<file path="config.mk">
export PLATFORM = sky130hd
export DESIGN_NAME = uart_transmitter
export DESIGN_NICKNAME = d
export VERILOG_FILES = /design/src/rtl/uart_transmitter.sv
export SDC_FILE = /design/constraint.sdc
export NUM_CORES = 1
export LEC_CHECK = 0
export ABC_AREA = 1
export BUFFER_PORTS_ARGS = -buffer_cell sky130_fd_sc_hd__clkbuf_2
export CAP_MARGIN = 5
export CELL_PAD_IN_SITES_DETAIL_PLACEMENT = 0
export CELL_PAD_IN_SITES_GLOBAL_PLACEMENT = 2
export CORE_ASPECT_RATIO = 0.8
export CORE_MARGIN = 1
export CORE_UTILIZATION = 34
export CTS_CLUSTER_DIAMETER = 30
export DETAILED_ROUTE_END_ITERATION = 16
export GPL_TIMING_DRIVEN = 1
export PLACE_DENSITY = 0.85
export SYNTH_ARGS = -nofsm -noshare
export SYNTH_HDL_FRONTEND = slang
export SYNTH_SLANG_ARGS = --single-unit
</file>
<file path="constraint.sdc">
create_clock -name clk -period 2.4 [get_ports clk]
set_input_delay 0.6 -clock clk [delete_from_list [all_inputs] [get_ports clk]]
set_output_delay 0.6 -clock clk [all_outputs]
set_load 0.03 [all_outputs]
</file>
<file path="src/rtl/uart_transmitter.sv">
// uart_transmitter
//
// Transmit half of the UART command link. Bytes offered on the command
// interface are queued in a small circular FIFO and serialised one at a time
// onto uart_tx as asynchronous frames. Each frame is a start bit (0), eight
// data bits LSB first and a stop bit (1). The line idles high.
//
// Optional feature macro: UART_TX_PARITY_EN
//   When it is defined, an even-parity bit (XOR of the eight data bits) is
//   inserted between data bit 7 and the stop bit, which gives an 8E1 frame.
//   When it is undefined, the frame is 8N1 and no parity logic is built.
//   The receiver must be built with the same setting.
//
// Parameters:
//   BAUD_RATE   serial bit rate
//   CLK_FREQ    clk frequency in Hz; CLK_FREQ / BAUD_RATE must be >= 2
//   FIFO_DEPTH  byte FIFO entries; must be a power of two and >= 2
//
// Ports:
//   clk        system clock; all logic runs on the rising edge
//   rst        synchronous, active-high reset; flushes the FIFO and abandons
//              any partial frame
//   com_valid  write request; the byte on com_wdata is offered
//   com_wdata  byte to transmit
//   com_ready  FIFO can accept; a transfer occurs when com_valid && com_ready
//              are both high at a rising edge
//   uart_tx    registered serial output
//   tx_busy    high while a frame is in progress or the FIFO holds bytes

module uart_transmitter #(
  parameter int BAUD_RATE  = 115200,
  parameter int CLK_FREQ   = 50000000,
  parameter int FIFO_DEPTH = 4
) (
  input  logic       clk,
  input  logic       rst,
  input  logic       com_valid,
  input  logic [7:0] com_wdata,
  output logic       com_ready,
  output logic       uart_tx,
  output logic       tx_busy
);

  localparam int BIT_PERIOD = CLK_FREQ / BAUD_RATE;
  localparam int PTR_W      = $clog2(FIFO_DEPTH);
  localparam int CNT_W      = PTR_W + 1;

  localparam logic [15:0]      BIT_LAST = 16'(BIT_PERIOD - 1);
  localparam logic [CNT_W-1:0] FULL_CNT = CNT_W'(FIFO_DEPTH);

  typedef enum logic [2:0] {
    ST_IDLE,
    ST_START,
    ST_DATA,
`ifdef UART_TX_PARITY_EN
    ST_PARITY,
`endif
    ST_STOP
  } state_t;

  state_t           state_q, state_d;
  logic [15:0]      clk_cnt_q, clk_cnt_d;
  logic [2:0]       bit_cnt_q, bit_cnt_d;
  logic [7:0]       shift_q, shift_d;
  logic             uart_tx_q, uart_tx_d;
  logic [PTR_W-1:0] wr_ptr_q, wr_ptr_d;
  logic [PTR_W-1:0] rd_ptr_q, rd_ptr_d;
  logic [CNT_W-1:0] count_q, count_d;
`ifdef UART_TX_PARITY_EN
  logic             parity_q, parity_d;
`endif

  logic [7:0] fifo_mem [FIFO_DEPTH];
  logic [7:0] fifo_head;
  logic       fifo_empty;
  logic       push;
  logic       pop;
  logic       bit_done;

  assign fifo_head  = fifo_mem[rd_ptr_q];
  assign fifo_empty = (count_q == '0);
  assign push       = com_valid && com_ready;
  assign bit_done   = (clk_cnt_q == BIT_LAST);

  assign com_ready = (count_q != FULL_CNT);
  assign tx_busy   = (state_q != ST_IDLE) || !fifo_empty;
  assign uart_tx   = uart_tx_q;

  // FIFO storage has no reset; only the pointers and the count define
  // which entries are valid.
  always_ff @(posedge clk) begin
    if (push) begin
      fifo_mem[wr_ptr_q] <= com_wdata;
    end
  end

  // Pointer and occupancy bookkeeping. The pointers are exactly log2(depth)
  // bits wide, so they wrap without any explicit compare. A simultaneous
  // push and pop leaves the count where it was.
  always_comb begin
    wr_ptr_d = wr_ptr_q;
    rd_ptr_d = rd_ptr_q;
    count_d  = count_q;
    if (push) begin
      wr_ptr_d = wr_ptr_q + PTR_W'(1);
    end
    if (pop) begin
      rd_ptr_d = rd_ptr_q + PTR_W'(1);
    end
    case ({push, pop})
      2'b10:   count_d = count_q + CNT_W'(1);
      2'b01:   count_d = count_q - CNT_W'(1);
      default: count_d = count_q;
    endcase
  end

  // Frame sequencer. The line level chosen here is registered, so uart_tx
  // trails the state by one clock. Every bit still lasts BIT_PERIOD clocks.
  // A pop happens either from IDLE or on the last stop-bit clock. Popping on
  // the last stop-bit clock makes back-to-back frames contiguous on the line.
  always_comb begin
    state_d   = state_q;
    clk_cnt_d = clk_cnt_q;
    bit_cnt_d = bit_cnt_q;
    shift_d   = shift_q;
    uart_tx_d = 1'b1;
    pop       = 1'b0;
`ifdef UART_TX_PARITY_EN
    parity_d  = parity_q;
`endif

    case (state_q)
      ST_IDLE: begin
        uart_tx_d = 1'b1;
        if (!fifo_empty) begin
          pop = 1'b1;
        end
      end

      ST_START: begin
        uart_tx_d = 1'b0;
        if (bit_done) begin
          clk_cnt_d = '0;
          state_d   = ST_DATA;
        end else begin
          clk_cnt_d = clk_cnt_q + 16'd1;
        end
      end

      ST_DATA: begin
        uart_tx_d = shift_q[0];
        if (bit_done) begin
          clk_cnt_d = '0;
          shift_d   = {1'b0, shift_q[7:1]};
          if (bit_cnt_q == 3'd7) begin
            bit_cnt_d = '0;
`ifdef UART_TX_PARITY_EN
            state_d   = ST_PARITY;
`else
            state_d   = ST_STOP;
`endif
          end else begin
            bit_cnt_d = bit_cnt_q + 3'd1;
          end
        end else begin
          clk_cnt_d = clk_cnt_q + 16'd1;
        end
      end

`ifdef UART_TX_PARITY_EN
      ST_PARITY: begin
        uart_tx_d = parity_q;
        if (bit_done) begin
          clk_cnt_d = '0;
          state_d   = ST_STOP;
        end else begin
          clk_cnt_d = clk_cnt_q + 16'd1;
        end
      end
`endif

      ST_STOP: begin
        uart_tx_d = 1'b1;
        if (bit_done) begin
          clk_cnt_d = '0;
          if (!fifo_empty) begin
            pop = 1'b1;
          end else begin
            state_d = ST_IDLE;
          end
        end else begin
          clk_cnt_d = clk_cnt_q + 16'd1;
        end
      end

      default: begin
        state_d = ST_IDLE;
      end
    endcase

    // Loading the next byte is shared by both pop sites. The parity of the
    // byte is captured here because the shift register is consumed bit by bit.
    if (pop) begin
      shift_d   = fifo_head;
      clk_cnt_d = '0;
      bit_cnt_d = '0;
      state_d   = ST_START;
`ifdef UART_TX_PARITY_EN
      parity_d  = ^fifo_head;
`endif
    end
  end

  // State register. Reset forces the line high, flushes the FIFO and
  // abandons any frame in progress.
  always_ff @(posedge clk) begin
    if (rst) begin
      state_q   <= ST_IDLE;
      clk_cnt_q <= '0;
      bit_cnt_q <= '0;
      shift_q   <= '0;
      uart_tx_q <= 1'b1;
      wr_ptr_q  <= '0;
      rd_ptr_q  <= '0;
      count_q   <= '0;
`ifdef UART_TX_PARITY_EN
      parity_q  <= 1'b0;
`endif
    end else begin
      state_q   <= state_d;
      clk_cnt_q <= clk_cnt_d;
      bit_cnt_q <= bit_cnt_d;
      shift_q   <= shift_d;
      uart_tx_q <= uart_tx_d;
      wr_ptr_q  <= wr_ptr_d;
      rd_ptr_q  <= rd_ptr_d;
      count_q   <= count_d;
`ifdef UART_TX_PARITY_EN
      parity_q  <= parity_d;
`endif
    end
  end

endmodule

</file>
### Word level (Yosys, flattened, before mapping)

Memories as Yosys holds them, arrays and structs flattened. A register that Yosys moved wholly into a read port is not among the register bits.
Cells that the tools add are included.

* bits in registers: 38
* bits in writable memories: 32
* input port bits: 11
* output and inout bits: 3
* word-level logic and storage cells: 72
* memories kept: 1

* $add $sub $neg: 6
* equal/unequal tests: 19
* multiplexer cells: 21
* bitwise gates (word level): 1
* reductions and logical operators: 15

Memories
* fifo_mem: words 4, bits a word 8, read ports 1, clocked after memory_dff 1, write ports 1, line 73 `logic [7:0] fifo_mem [FIFO_DEPTH];`

Operators by type and width (count)
* two-way mux 8 bit: 3
* two-way mux 3 bit: 6
* inequality test 3 bit (second input constant): 6
* adder 16 x 1 -> 16 bit (second input constant): 1
* equality test 16 x 9 -> 1 bit (second input constant): 1
* two-way mux 16 bit: 1
* inequality test 2 bit (second input constant): 6
* case mux 3 bit (4 select lines): 1
* AND reduction 6 bit: 2
* adder 3 x 1 -> 3 bit (second input constant): 2
* equality test 3 x 2 -> 1 bit (second input constant): 2
* logical NOT 3 bit: 2
* case mux 3 bit (2 select lines): 1
* nonzero test 2 bit: 3
* two-way mux 1 bit: 5
* adder 2 x 1 -> 2 bit (second input constant): 2
* two-way mux 2 bit: 2
* case mux 1 bit (2 select lines): 2
* AND reduction 2 bit: 2
* equality test 3 x 1 -> 1 bit (second input constant): 1
* equality test 3 bit (second input constant): 1
* nonzero test 3 bit: 1
* OR reduction 3 bit: 1
* subtractor 3 x 1 -> 3 bit (second input constant): 1
* 7 further kinds: 7

### Depth between registers and ports, before layout

Gate-level depths: netlist of the first run.

* depth after elaboration: 6
* depth in mapped cells: 17
* depth with buffers taken out: 17

### Worst setup path after synthesis of the first run

Ideal clock, no wire load.

* path type: register to register
* start point: register clk_cnt_q[0]
* end point: register count_q[2]
* setup time: 122 ps
* data arrival time: 2273 ps
* required time: 2278 ps
* path slack: 5 ps
* stages on the path, launching flop included: 17
* path buffers: 0
* clock period less this slack: 2395 ps
* cell sequence: dfxtp_1 -> ha_1 -> inv_1 -> nor2_1 -> nand2_1 -> nor2_2 -> nand2_2 -> o21bai_4 -> nand2_4 -> clkinv_2 -> ha_1 -> inv_1 -> fa_1 -> a21oi_1 -> o21ai_0 -> o21ai_0 -> a21oi_1

* cells in the longest elaborated chain, start to end: 5
* elaborated cells on any way between the ends: 7
* those cells by class: 3 x eq/ne; 3 x mux; 1 x reduce/logical

Ends and longest elaborated chain
* start, declared: line 62 `logic [15:0] clk_cnt_q, clk_cnt_d;`
* start signal, assigned: line 231 `clk_cnt_q <= clk_cnt_d;`
* equality test 16 x 9 -> 1 bit (*): line 83 `assign bit_done = (clk_cnt_q == BIT_LAST);`
* two-way mux 1 bit (*): line 184 `if (bit_done) begin`
* case mux 1 bit (2 select lines) (*): line 132 `case (state_q)`
* net pop: line 77 `logic pop;`
* equality test 2 x 1 -> 1 bit / equality test 2 bit (equally long branches): line 110 `case ({push, pop})`
* case mux 3 bit (2 select lines) / nonzero test 2 bit (equally long branches)
* end signal, assigned: line 237 `count_q <= count_d;`
* end, declared: line 68 `logic [CNT_W-1:0] count_q, count_d;`

The timed path passes the listed nets; every way through them passes the cells marked *.
A chain may end at the register's enable or synchronous reset.

### Worst setup path after layout of the first run

* start point: register clk_cnt_q[1]
* end point: register count_q[2]

The elaborated chain is that of the path after synthesis.

==> flow_summary.json, run 1 <==
{
  "hold_buffers": 0,
  "final_max_slew_viol_count": 0,
  "grt_max_degree": 18,
  "min_period_over_period": 0.957,
  "die_h_um": 89.6,
  "syn_nets": 390,
  "syn_inst": 365,
  "synthDominantCellAreaShare": 0.294,
  "drtIter0Drc": 106,
  "grt_use_total": 0.143,
  "start_util": 0.355,
  "cts.sinks": 71,
  "drc_errors": 0,
  "dr.pass1.iters": 4,
  "syn_area_um2": 3260,
  "numCtsBuffers": 9,
  "ios": 14,
  "rsz0062_at_grt": "yes",
  "rows": 31,
  "critPathBufInv": 4,
  "skew_ps": 3.65,
  "maxCapViolCount": 0,
  "via_per_inst": 4.62,
  "power_leakage_nw": 1.51,
  "slew_headroom": 0.665,
  "seq_area_frac_synth": 0.534,
  "async_reset_ff_frac": 0,
  "fin_nets": 425,
  "cellPowerDensity_nw_per_um2": 1100,
  "setup_violations": 0,
  "grt-busiest-layer": "met2",
  "synth_area_leaders": "edfxtp_1 (29%), dfxtp_1 (24%), nand2_1 (7.2%), nor2_1 (7.0%), ha_1 (5.0%)",
  "synth_top_area_cell": "edfxtp_1",
  "fp.coreArea_um2": 9190,
  "fin_cells": 520,
  "io_buffers": 13,
  "status": "finished clean",
  "synth-edff-count": 32,
  "fmax_ghz": 0.435,
  "ant_nets": 0,
  "cts_tree": "built",
  "routed-via-count": 2403,
  "antenna_found_initial": 0,
  "crit_path_start_kind": "flop",
  "htreeDepth": 3,
  "diodes": 0,
  "worst_pin_slew_ps": 499,
  "place_hpwl_um": 4520,
  "slowest_stage": "fa_2",
  "crit_chain": "inv_2, ha_4, inv_2, nor2_1, nand2_1, nor2_2, nand2_2, o21bai_4, nand2_4, inv_4, ha_4, inv_4, fa_2, a21oi_2, o21ai_1, o21ai_1, a21oi_1",
  "min_path_type": "flop to flop",
  "slowest_delay_ps": 360,
  "vdd_drop_max_v": 0.000557,
  "met3_usage": 0.0369,
  "utilization": 0.426,
  "worstSkewPairLatency_ps": 320,
  "globalplace.congestion": 0.765,
  "nFillCells": 905,
  "met2_usage": 0.205,
  "end_kind": "flop",
  "period_minus_slack_ps": 2300,
  "worstPathRequired_ps": 2610,
  "arrival_ps": 2510,
  "place_inst": 501,
  "cp_max_fo": 4,
  "cts_buffer_depth": 2,
  "die-area_um2": 10000,
  "area_growth_pct": 20.0,
  "drive_above_1_share": 0.173,
  "path_clk_slew_ps": 60,
  "die_w_um": 112,
  "cp_top_family": "adder cells",
  "synth.distinct_cells": 33,
  "grt_pass1_vias": 2215,
  "hold_viol": 0,
  "yosys_warnings": 0,
  "use_met1": 0.203,
  "yosysMostFrequentCell": "nand2_1",
  "synth_top_cells_by_count": "nand2_1 (63), nor2_1 (61), dfxtp_1 (39)",
  "wl_um": 6520,
  "synthFlopType": "dfxtp_1",
  "grt_pass1_wl_um": 10800,
  "avgSynthCellArea_um2": 8.94,
  "path_class": "flop to flop",
  "synth_seq_cells": 71,
  "grt-ovfl-total": 0,
  "root_buffer": "clkbuf_16",
  "wl_per_cell_um": 12.5
}
==> worst register-to-register path, cell delays in order (launching register included) <==
cell and delay [ps]:
dfxtp_2 320, inv_2 60, ha_4 130, inv_2 30
nor2_1 80, nand2_1 70, nor2_2 160, nand2_2 100
o21bai_4 170, nand2_4 70, inv_4 70, ha_4 130
inv_4 40, fa_2 360, a21oi_2 120, o21ai_1 80
o21ai_1 130, a21oi_1 50
==> flip-flops by register name, indices dropped and copies added, names as in the netlist, named ones only <==
name,count
count_q,3
bit_cnt_q,3
clk_cnt_q,16
shift_q,8
rd_ptr_q,2
state_q,2
uart_tx,1
fifo_mem,32
wr_ptr_q,2
==> cell usage in the layout (no fill, tap or decap), types with 7 or more instances in the layout <==
cell type  count
a21oi_1       20
buf_4         18
clkbuf_16      9
clkbuf_2      13
dfxtp_1       37
edfxtp_1      32
ha_1          11
inv_1         26
nand2_1       63
nand3_1       31
nor2_1        61
o21ai_0       25
o22a_1         7
xor2_1         7
==> per-layer routing <==
layer / vias to the layer above / wire length [um]
met5: - / 0
met4: 0 / 66
met3: 5 / 226
met2: 30 / 2740
met1: 1085 / 3490
li1: 1283 / -
==> logic make-up after synthesis <==
| family | after synthesis | share of synthesized area |
|---|---|---|
| AOI/OAI and AO/OA | 62 | 0.113 |
| xor gates and xnor gates | 9 | 0.0242 |
| adders and majority gates | 14 | 0.0560 |
| buffers and inverters | 40 | 0.0514 |
| DFF | 71 | 0.534 |
| and+or+nand+nor | 169 | 0.222 |
==> area by class of cell <==
type / instances / area, um2 / share of cell area
Clock buffer: 9 / 225 / 0.0575
Clock inverter: 7 / 87.6 / 0.0224
Inverter: 33 / 129 / 0.0329
Multi-Input combinational cell: 254 / 1390 / 0.354
Sequential cell: 71 / 1740 / 0.446
Tap cell: 115 / 144 / 0.0368
Timing Repair Buffer: 31 / 200 / 0.0511
==> stage by stage <==
step           power, mW  cell area [um2]  setup slack [ps]  hold WS, ps  TNS, ps
6_report            4.30             3920               104          471        0
5_1_grt             4.59             3920             -50.9          482    -50.9
4_1_cts             4.25             3850              34.7          473        0
3_5_place_dp        2.85             3540              59.4          464        0
3_3_place_gp        2.84             3540              96.0          452        0
2_1_floorplan       2.49             3260              4.53          433        0
==> final timing paths <==
kind	endpoint	startpoint	slack [ps]	depth (start not counted)
setup / recovery	count_q[2]	clk_cnt_q[1]	100	17
hold / removal	bit_cnt_q[2]	bit_cnt_q[2]	470	2
setup reg to reg	count_q[2]	clk_cnt_q[1]	100	17
hold reg to reg	bit_cnt_q[2]	bit_cnt_q[2]	470	2
==> timing repair <==
action	in CTS	in global routing
setup buffers	0	3
resized for setup	0	15
endpoints found under the setup margin	0	1
==> power breakdown <==
part	internal (mW)	total (mW)	switching, mW
logic	0.540	1.39	0.848
clock network	0.899	1.37	0.472
registers	1.44	1.54	0.0955
Power figures use the tool's default switching activity.
==> inputs of run 2 (changes only) <==
- CORE_UTILIZATION: 34 -> 38
- PLACE_DENSITY: 0.85 -> 0.75
- clock period: 2.4 -> 2.6 ns (I/O delays scaled with it)
==> flow_summary.json, run 2 (synthesized netlist as in run 1, its figures left out) <==
{
  "status": "finished clean",
  "post_dp_cell_area_um2": 3510,
  "worstSkewPairLatency_ps": 340,
  "ant_nets": 0,
  "area_growth_pct": 13.7,
  "skew_ps": 5.38,
  "maxCapViolCount": 0,
  "cts_resized": 0,
  "setup_violations": 0,
  "path_clk_slew_ps": 80,
  "final.setup.tns_ps": 0,
  "final_cell_mix": "nand2_1 (63), nor2_1 (61), dfxtp_1 (37)",
  "top_register": "fifo_mem",
  "final_max_slew_viol_count": 0,
  "io_buffers": 13,
  "fin_nets": 419,
  "crit_path_start_kind": "flop",
  "hold_buffers": 0,
  "globalplace.congestion": 0.742,
  "end_kind": "flop",
  "path_class": "flop to flop",
  "routed-via-count": 2401,
  "seqCellArea_um2": 1740,
  "hp-start": "bit_cnt_q[2]",
  "grt_use_total": 0.175,
  "drive_above_1_share": 0.148,
  "multi_input_area_um2": 1350,
  "cellPowerDensity_nw_per_um2": 936,
  "switching_power_mw": 1.27,
  "seqPwrFrac": 0.410,
  "cts_buffer_depth": 2,
  "wl_per_cell_um": 13.6,
  "cts_setup_buffers": 0,
  "intPower_mw": 2.20,
  "rsz0062_at_grt": "no",
  "largest_register_ffs": 32,
  "rr_endpoint": "count_q[2]",
  "hold-path-endpoint": "bit_cnt_q[2]",
  "antenna_found_initial": 0,
  "cp_max_fo": 5,
  "start_util": 0.401,
  "drc_errors": 0,
  "power.share.combinational": 0.340,
  "drtIter0Drc": 125,
  "nFillCells": 815,
  "mostFrequentLayoutCell": "nand2_1",
  "vdd_drop_max_v": 0.000391,
  "place_hpwl_um": 4990,
  "min_period_over_period": 0.902,
  "r2r_cells": 17,
  "power_leakage_nw": 1.42,
  "rows": 29,
  "fp.coreArea_um2": 8130,
  "rr_startpoint": "clk_cnt_q[1]",
  "ios": 14,
  "die_w_um": 106,
  "holdPathStages": 2,
  "grt_max_degree": 18,
  "wl_um": 6920,
  "fmax_ghz": 0.426,
  "period_minus_slack_ps": 2350,
  "rrSetupSlack_ps": 250,
  "htreeDepth": 3,
  "grt_pass1_vias": 2235,
  "cts_tree": "built",
  "diodes": 0,
  "grt_pass1_wl_um": 11800,
  "grt-ovfl-total": 0,
  "numCtsBuffers": 9,
  "worstPathRequired_ps": 2840,
  "reg_top3": "fifo_mem x32, clk_cnt_q x16, shift_q x8",
  "switching_share": 0.366,
  "min_path_type": "flop to flop",
  "final_area_um2": 3710,
  "slew_headroom": 0.676,
  "worst_pin_slew_ps": 486,
  "dr.pass1.iters": 4,
  "die_h_um": 84.9,
  "cts.sinks": 71,
  "arrival_ps": 2580,
  "via_per_inst": 4.74,
  "root_buffer": "clkbuf_8",
  "hold_viol": 0,
  "die-area_um2": 8960,
  "p_clk_frac": 0.250
}
[run 2: changes by cell type in the layout (fill, tap and decap cells not counted), moves of 2 or more]
cell / previous run / this run
clkinv_2: 0 / 2
ha_1: 11 / 13
inv_2: 4 / 2
buf_4: 18 / 12
inv_4: 2 / 0
clkbuf_8: 0 / 9
inv_1: 26 / 29
clkinv_1: 4 / 2
clkbuf_16: 9 / 0
ha_4: 2 / 0
[run 2: metal layers]
metal / wire, um / part of all wire / GRT usage / vias to the layer above
met4: 80 / 0.012 / 0.0682 / 0
li1: - / - / - / 1273
met1: 3890 / 0.56 / 0.263 / 1075
met3: 330 / 0.048 / 0.0430 / 6
met5: 0 / 0 / 0 / -
met2: 2610 / 0.38 / 0.240 / 47
[run 2: through the flow]
stage | worst slack, ps | utilization | power, mW | instances | hold slack, ps
after floorplan | 205 | - | 2.29 | 365 | 433
after detailed placement | 193 | 0.432 | 2.64 | 491 | 461
after global placement | 223 | 0.432 | 2.65 | 491 | 455
after CTS | 180 | 0.456 | 3.52 | 507 | 474
final | 254 | 0.456 | 3.47 | 507 | 474
after global routing | 9.03 | 0.456 | 3.75 | 507 | 495
[run 2: layout make-up]
type / instances / share of cell area
Clock inverter: 7 / 0.0192
Tap cell: 108 / 0.0364
Sequential cell: 71 / 0.470
Inverter: 33 / 0.0337
Timing Repair Buffer: 25 / 0.0418
Clock buffer: 9 / 0.0334
Multi-Input combinational cell: 254 / 0.365
[run 2: how the worst max path moves through the flow]
| stage | startpoint | end | slack, ps |
|---|---|---|---|
| after CTS | clk_cnt_q[0] | count_q[2] | 180 |
| after floorplan | clk_cnt_q[0] | count_q[2] | 200 |
| after global placement | clk_cnt_q[0] | count_q[2] | 220 |
| after global routing | clk_cnt_q[1] | count_q[2] | 9 |
| after detailed placement | clk_cnt_q[0] | count_q[2] | 190 |
| final | clk_cnt_q[1] | count_q[2] | 250 |
[run 2: critical path, stage by stage, from the launching register on]
cell and delay (ps):
dfxtp_2 340, inv_1 50, ha_1 150, inv_1 40, nor2_1 70, nand2_1 70, nor2_2 150, nand2_2 90
o21bai_4 150, nand2_4 60, clkinv_2 80, ha_1 140, inv_1 70, fa_1 380, a21oi_1 140, o21ai_1 90
o21ai_1 120, a21oi_1 50
[run 2: power by group through the flow]
stage	sequential, mW	combinational, mW	clock, mW
5_1_grt	1.44	1.36	0.942
6_report	1.42	1.18	0.867
2_1_floorplan	1.44	0.857	0
3_5_place_dp	1.45	1.19	0
3_3_place_gp	1.44	1.20	0
4_1_cts	1.42	1.20	0.901
